**config.mk**
```make
export PLATFORM = sky130hd
export DESIGN_NAME = normalizing_unit
export DESIGN_NICKNAME = d
export VERILOG_FILES = /design/src/rtl/normalizing_unit_pkg.sv /design/src/rtl/normalizing_unit_lzc24.sv /design/src/rtl/normalizing_unit.sv
export SDC_FILE = /design/constraint.sdc
export NUM_CORES = 1
export LEC_CHECK = 0
export BUFFER_PORTS_ARGS = -buffer_cell sky130_fd_sc_hd__clkbuf_2
export CORE_AREA = 3 3 107 109
export CTS_CLUSTER_SIZE = 25
export DETAILED_ROUTE_END_ITERATION = 12
export DIE_AREA = 0 0 110 112
export GPL_ROUTABILITY_DRIVEN = 1
export SYNTH_ARGS = -nofsm -noshare
export SYNTH_HDL_FRONTEND = slang
export SYNTH_HIERARCHICAL = 1
export SYNTH_SLANG_ARGS = --single-unit
```
**constraint.sdc**
```tcl
create_clock -name Clk -period 0.8 [get_ports Clk]
set_input_delay 0.08 -clock Clk [delete_from_list [all_inputs] [get_ports Clk]]
set_output_delay 0.08 -clock Clk [all_outputs]
set_load 0.05 [all_outputs]
```
**src/rtl/normalizing_unit_pkg.sv**
```systemverilog
// Shared single-precision FP constants used by the adder datapath stages.
package normalizing_unit_pkg;

    localparam int unsigned MANT_W        = 24;
    localparam int unsigned EXP_W         = 8;
    localparam int unsigned LZC_W         = 5;
    localparam logic [7:0]  EXP_MAX       = 8'd255;
    localparam logic [7:0]  EXP_OVF_LIMIT = 8'd254;

endpackage

```
**src/rtl/normalizing_unit_lzc24.sv**
```systemverilog
// Combinational 24-bit leading-zero counter; count reads 24 and zero_o is set for a zero input.
module lzc24
    import normalizing_unit_pkg::*;
(
    input  logic [MANT_W-1:0] data_i,
    output logic [LZC_W-1:0]  count_o,
    output logic              zero_o
);

    always_comb begin
        count_o = LZC_W'(MANT_W);
        zero_o  = (data_i == '0);
        // Ascending scan so the most significant set bit wins the priority.
        for (int i = 0; i < int'(MANT_W); i++) begin
            if (data_i[i]) begin
                count_o = LZC_W'(int'(MANT_W) - 1 - i);
            end
        end
    end

endmodule

```
**src/rtl/normalizing_unit.sv**
```systemverilog
// Post-addition normalizer: carry right-shift, leading-zero left-shift, overflow and underflow.
module normalizing_unit
    import normalizing_unit_pkg::*;
(
    input  logic              Clk,
    input  logic              Reset,
    input  logic              enable,
    input  logic              carry,
    input  logic [MANT_W-1:0] mantissa,
    input  logic [EXP_W-1:0]  exponent,
    output logic [MANT_W-1:0] mantissa_normalized,
    output logic [EXP_W-1:0]  exponent_normalized
);

    logic [LZC_W-1:0]  lz;
    logic              mant_zero;
    logic [EXP_W-1:0]  lz_ext;
    logic [EXP_W-1:0]  sh;
    logic [MANT_W-1:0] mant_d, mant_q;
    logic [EXP_W-1:0]  exp_d, exp_q;

    lzc24 u_lzc (
        .data_i  (mantissa),
        .count_o (lz),
        .zero_o  (mant_zero)
    );

    assign lz_ext = {3'b000, lz};

    always_comb begin
        mant_d = '0;
        exp_d  = '0;
        sh     = '0;
        if (carry) begin
            if (exponent >= EXP_OVF_LIMIT) begin
                mant_d = '0;
                exp_d  = EXP_MAX;
            end else begin
                mant_d = {1'b1, mantissa[MANT_W-1:1]};
                exp_d  = exponent + 8'd1;
            end
        end else if (mant_zero) begin
            mant_d = '0;
            exp_d  = '0;
        end else if (lz_ext < exponent) begin
            mant_d = mantissa << lz;
            exp_d  = exponent - lz_ext;
        end else begin
            // Shift only as far as the denormal exponent allows (exponent 0 and 1 share scale).
            sh     = (exponent == '0) ? '0 : exponent - 8'd1;
            mant_d = mantissa << sh;
            exp_d  = '0;
        end
    end

    always_ff @(posedge Clk or negedge Reset) begin
        if (!Reset) begin
            mant_q <= '0;
            exp_q  <= '0;
        end else if (enable) begin
            mant_q <= mant_d;
            exp_q  <= exp_d;
        end
    end

    assign mantissa_normalized = mant_q;
    assign exponent_normalized = exp_q;

endmodule

```
== Yosys cells after proc, flatten, opt, wreduce, memory -nomap -nowiden ==
Cells that the tools add are included.
Storage, ports and cells
  flip-flop bits (word level): 32
  latch bits: 0
  bits in writable memories: 0
  bits in read-only memories: 0
  input port bits: 36
  output and inout bits: 32
  logic and storage cells: 44
  memories kept: 0
Operators by class
  $add $sub $neg: 3
  multiply operators: 0
  divide/modulo/power cells: 0
  $lt $le $gt $ge: 2
  eq/ne operators: 0
  shift-type cells: 2
  multiplexer cells: 33
  bitwise gates (word level): 0
  reduce and logical (&&, ||, !) cells: 2
Operators with widths (number)
  24-bit 2-to-1 mux: 4
  5-bit 2-to-1 mux: 16
  8-bit 2-to-1 mux: 5
  4-bit 2-to-1 mux: 8
  24-bit zero test: 1
  24-bit by 5-bit left shift with 24-bit output: 1
  24-bit by 8-bit left shift with 24-bit output: 1
  8-bit by 1-bit adder with 8-bit output, second input constant: 1
  8-bit >= comparator, second input constant: 1
  8-bit zero test: 1
  5-bit by 8-bit < comparator with 1-bit output: 1
  8-bit by 1-bit subtractor with 8-bit output, second input constant: 1
  8-bit by 5-bit subtractor with 8-bit output: 1

== Depth between registers and ports, before layout ==
  word-level depth: 28
  mapped depth: 19
  gate-level depth less buffers: 16

== Hierarchy ==
The synthesis kept the hierarchy.
Modules (own cells, without submodules)
  normalizing_unit: instances 1, cells each 482, area each 3796.1 µm², sequential area each 800.8 µm²
  lzc24: instances 1, cells each 47, area each 301.5 µm², sequential area each 0.0 µm²

== Worst setup path before layout ==
Ideal clock, no wire load.
  kind: in2reg
  start: input port mantissa[10]
  end: register mant_q[17], in the netlist mantissa_normalized[17]
  library setup time: 133 ps
  arrival: 3993 ps
  required time: 667 ps
  path slack: -3326 ps
  stages: 16
  path buffers: 2
  cell sequence: nor4_4 o21ai_2 o311a_1 a2111oi_2 inv_1 fa_1 a21o_2 a211oi_1 o21ai_1 buf_2 buf_2 a22oi_1 o211a_1 nor3_1 a2111oi_1 a21oi_1
Between the ends
  longest elaborated chain between the ends: 18
  elaborated cells on any way between the ends: 21
  classes of those cells: 1 x order compare; 2 x shift; 17 x mux; 1 x reduce/logical
Ends and longest elaborated chain
  from (decl): RTL line normalizing_unit.sv:9  | input logic [MANT_W-1:0] mantissa,
  5-bit 2-to-1 mux (*) (14 in series): RTL line normalizing_unit_lzc24.sv:15  | if (data_i[i]) begin
  via lz[1]: RTL line normalizing_unit.sv:15  | logic [LZC_W-1:0] lz;
  5-bit by 8-bit < comparator with 1-bit output / 24-bit by 5-bit left shift with 24-bit output (equally long branches): RTL line normalizing_unit.sv:45, normalizing_unit.sv:46
  24-bit 2-to-1 mux (*): RTL line normalizing_unit.sv:45  | end else if (lz_ext < exponent) begin
  24-bit 2-to-1 mux (*): RTL line normalizing_unit.sv:42  | end else if (mant_zero) begin
  24-bit 2-to-1 mux (*): RTL line normalizing_unit.sv:34  | if (carry) begin
  to (signal assigned): RTL line normalizing_unit.sv:61  | mant_q <= mant_d;
  to (decl): RTL line normalizing_unit.sv:19  | logic [MANT_W-1:0] mant_d, mant_q;
The timed path passes the listed nets; every way through them passes the cells marked *.
A chain may end at the register's enable or synchronous reset.

== Worst setup path after layout ==
  start: input port mantissa[14]
  end: register mant_q[18], in the netlist mantissa_normalized[18]
Between the ends
  longest elaborated chain between the ends: 14
  elaborated cells on any way between the ends: 17
  classes of those cells: 1 x order compare; 2 x shift; 13 x mux; 1 x reduce/logical
Ends and longest elaborated chain (RTL line)
  5-bit 2-to-1 mux (*) (10 in series): normalizing_unit_lzc24.sv:15
  via lz[1]: normalizing_unit.sv:15
  5-bit by 8-bit < comparator with 1-bit output / 24-bit by 5-bit left shift with 24-bit output (equally long branches): normalizing_unit.sv:45, normalizing_unit.sv:46
  24-bit 2-to-1 mux (*): normalizing_unit.sv:45
  24-bit 2-to-1 mux (*): normalizing_unit.sv:42
  24-bit 2-to-1 mux (*): normalizing_unit.sv:34
Marked as above.

==> results.yml <==
worst_setup_path:
  cp_data_arrival_time_ns: 3.91
  crit_type: "in -> reg"
  max_stage_delay_ns: 0.42
  critPathMaxFanout: 7
  crit_chain: "buf_8 > nor4_4 > buf_4 > o21ai_2 > o311a_1 > a2111oi_4 > inv_2 > fa_2 > a21o_4 > a211oi_4 > o21ai_2 > buf_6 > o21ai_4 > mux2_4 > a22oi_2 > buf_4 > nor2_2 > o32ai_2 > a31oi_1"
  start_kind: "primary input"
  cpMaxStageDelayCell: "fa_2"
  required_ns: 0.96
  cp-end-kind: "register"
synthesis:
  synth_area_leaders: "dfrtp_1, nor2_1, nand2_1"
  synth_mux_area_share_pct: 9.80
  synth_top_family_by_area: "compound AO/OA/AOI/OAI gates"
  netlist_area_um2: 4100
  ys_ff_latch: 32
  synth_top_flop_cell: "dfrtp_1"
  yosysWarnings: 6
  synthCells: 529
  synthAdderAreaFrac_pct: 3.24
  synth.most_common_cell: "nor2_1"
  synth_top_area_share_pct: 19.5
  yosys-top-cells-count: "nor2_1, nand2_1, a21oi_1"
  yosys.area.top_type: "dfrtp_1"
  syn_nets: 575
  synth-xor-area-share_pct: 1.92
  ys_seq_area_share_pct: 19.5
  synth_edf_count: 0
  synthSimpleGateAreaFrac_pct: 24.7
  ys_async_sr_fraction_pct: 100
  avgSynthCellArea_um2: 7.75
  yosysUniqueCellTypes: 94
  synth_compound_gate_area_share_pct: 34.3
route:
  ant_nets: 0
  drcViolationCount: 0
  routed_wl_um: 19100
  via_count: 5536
  wl_per_cell_um: 19.9
  routed_via_density: 5.77
  drt_iter0_markers: 517
  dr.pass1.iters: 5
power_and_ir_drop:
  pwr-share-seq_pct: 21.5
  pwr_density_cell_nw_per_um2: 1320
  power_frac_clock_pct: 15.6
  p_leak_nw: 3.30
  irDropWorstVdd_v: 0.00118
  cell_internal_pwr_mw: 5.76
  p_switching_mw: 4.14
  total_power_mw: 9.89
  p_sw_share_pct: 41.8
  combinationalPowerShare_pct: 62.9
global_routing:
  grt_pass1_vias: 5335
  grt_max_degree: 33
  antenna_found_initial: 0
  grt_pass1_wl_um: 28500
  track_usage_pct: 29.6
  grt.overflow.total: 0
cts:
  clockBufferDepth: 2
  clock_sinks: 32
  ctsRootBufferMaster: "clkbuf_8"
  cts.reportedPaths.clkPinSlew_ns: 0.07
  cts_tree: "yes"
  numCtsBuffers: 5
  clk-insertion-delay-late_ns: 0.28
  cts_max_level: 2
final_layout:
  drive_above_1_share_pct: 54.3
  final_area_um2: 7470
  fin_cells: 959
  multi_input_area_um2: 3590
  finalNetCount: 864
  n_fill_cell: 832
  seq_area_um2: 801
  syn2layout_area_growth_pct: 82.4
  diodes: 0
sta:
  setup_viol_count_final: 64
  finalWorstSetupSlack_ns: -2.95
  final.min_clock_period_ns: 3.75
  rsz0062_at_grt: "true"
  hold_violations: 0
  fin_worst_skew_ns: 0
  worst_pin_slew_ns: 0.607
  slew_viol_final: 0
  min_period_over_period_pct: 469
  max_freq_mhz: 267
  relSlewSlack_pct: 59.1
  tns_ns: -90.01
placement:
  preCtsSetupSlack_ns: -3.36
  post-dp-hpwl_um: 14400
  portBuffers: 67
  place_area_um2: 6040
  dp.cells: 901
  gp_congestion: 1.02
floorplan:
  io_pins: 68
  die-area_um2: 12300
  fp.coreArea_um2: 10700
  row_count: 38
  start_util_pct: 38.3
  fp.dieH_um: 112
  fp.dieW_um: 110
worst_hold_path:
  hold_path_class: "in -> async"
run_status:
  outcome: "finished, violations left"
  violations: "negative setup slack"
run:
  drv_cap: 0
==> logic make-up after synthesis <==
| family | Yosys count |
|---|---|
| and+or+nand+nor | 204 |
| AOI/OAI and AO/OA | 187 |
| buffers and inverters | 51 |
| muxes | 36 |
| DFF | 32 |
| adders and majority gates | 10 |
| xor gates and xnor gates | 9 |
==> cell usage in the layout, fill, tap and decap left out, drive strengths merged, types with 5 or more instances in the layout <==
master | netlist | layout
buf | 16 | 274
nor2 | 70 | 70
nand2 | 59 | 59
clkbuf | 13 | 43
a21oi | 42 | 42
dfrtp | 32 | 32
o21ai | 32 | 32
mux2i | 24 | 24
inv | 21 | 21
nor3 | 20 | 20
nand3 | 18 | 18
a22oi | 14 | 14
a211oi | 13 | 13
o211ai | 12 | 12
mux2 | 12 | 12
ha | 9 | 9
a31oi | 8 | 8
nor4 | 7 | 7
nor2b | 6 | 6
a32oi | 6 | 6
o22ai | 6 | 6
xor2 | 5 | 5
or4 | 5 | 5
a2bb2oi | 5 | 5
==> layout make-up <==
cell class,count,area share (%)
clock buffers,6,0.971
well taps,140,2.34
inverters,21,1.05
flip-flops and latches,32,10.7
repair buffers,312,36.4
multi-input cells,446,48.1
clock inverters,2,0.469
==> path summary, 6_finish.rpt <==
kind                       cells past startpoint                                  end  slack, ns                                start
max                                           19  mantissa_normalized[18]$_DFFE_PN0P_      -2.95                         mantissa[14]
min reg2reg                                    2   exponent_normalized[0]$_DFFE_PN0P_       0.56   exponent_normalized[0]$_DFFE_PN0P_
max in group asynchronous                      3  mantissa_normalized[18]$_DFFE_PN0P_       0.33                                Reset
min                                            3   exponent_normalized[4]$_DFFE_PN0P_       0.29                                Reset
min in group Clk                               4   mantissa_normalized[7]$_DFFE_PN0P_       0.29                          mantissa[8]
max reg2reg                                    4  mantissa_normalized[15]$_DFFE_PN0P_      -0.11  mantissa_normalized[15]$_DFFE_PN0P_
==> power by group through the flow <==
stage | combinational [mW] | sequential (mW) | clock, mW
after floorplan | 1.83 | 2.90 | 0
after global placement | 4.63 | 2.03 | 0
after detailed placement | 4.64 | 2.04 | 0
after CTS | 5.46 | 2.05 | 1.55
after global routing | 6.54 | 2.15 | 1.66
final | 6.23 | 2.13 | 1.54
==> sequential cells by signal, summed over array words and instances (netlist names) <==
signal               count
mantissa_normalized     24
exponent_normalized      8
==> per-stage QoR <==
stage / util, % / hold slack (ns)
after floorplan: - / -0.216
after global placement: 56.4 / 0.0508
after detailed placement: 56.4 / 0.0519
after CTS: 64.3 / 0.291
after global routing: 69.9 / 0.297
final: 69.9 / 0.288
==> worst max-delay path, delay by kind of cell <==
kind	cells	cell delay (ns)
buf+inv	5	0.74
fa+ha+maj	1	0.42
mux	1	0.33
simple gates	2	0.29
compound gates	10	2.04
==> routing by layer <==
| metal | GRT usage, % | vias up | part of all wire (%) |
|---|---|---|---|
| met1 | 38.3 | 2673 | 41 |
| li1 | - | 2572 | - |
| met4 | 7.81 | 0 | 3.6 |
| met5 | 0 | - | 0 |
| met3 | 4.12 | 51 | 5.4 |
| met2 | 51.1 | 240 | 50 |
==> what timing repair did <==
item / CTS / global route
hold endpoints to repair: 32 / 0
gates cloned: 1 / 2
buffers inserted: 29 / 21
endpoints found under the setup margin: 64 / 64
pin swaps: 16 / 44
hold buffers: 1 / 0
resized for setup: 104 / 114
Note: power is estimated with default switching activity, not from simulation.
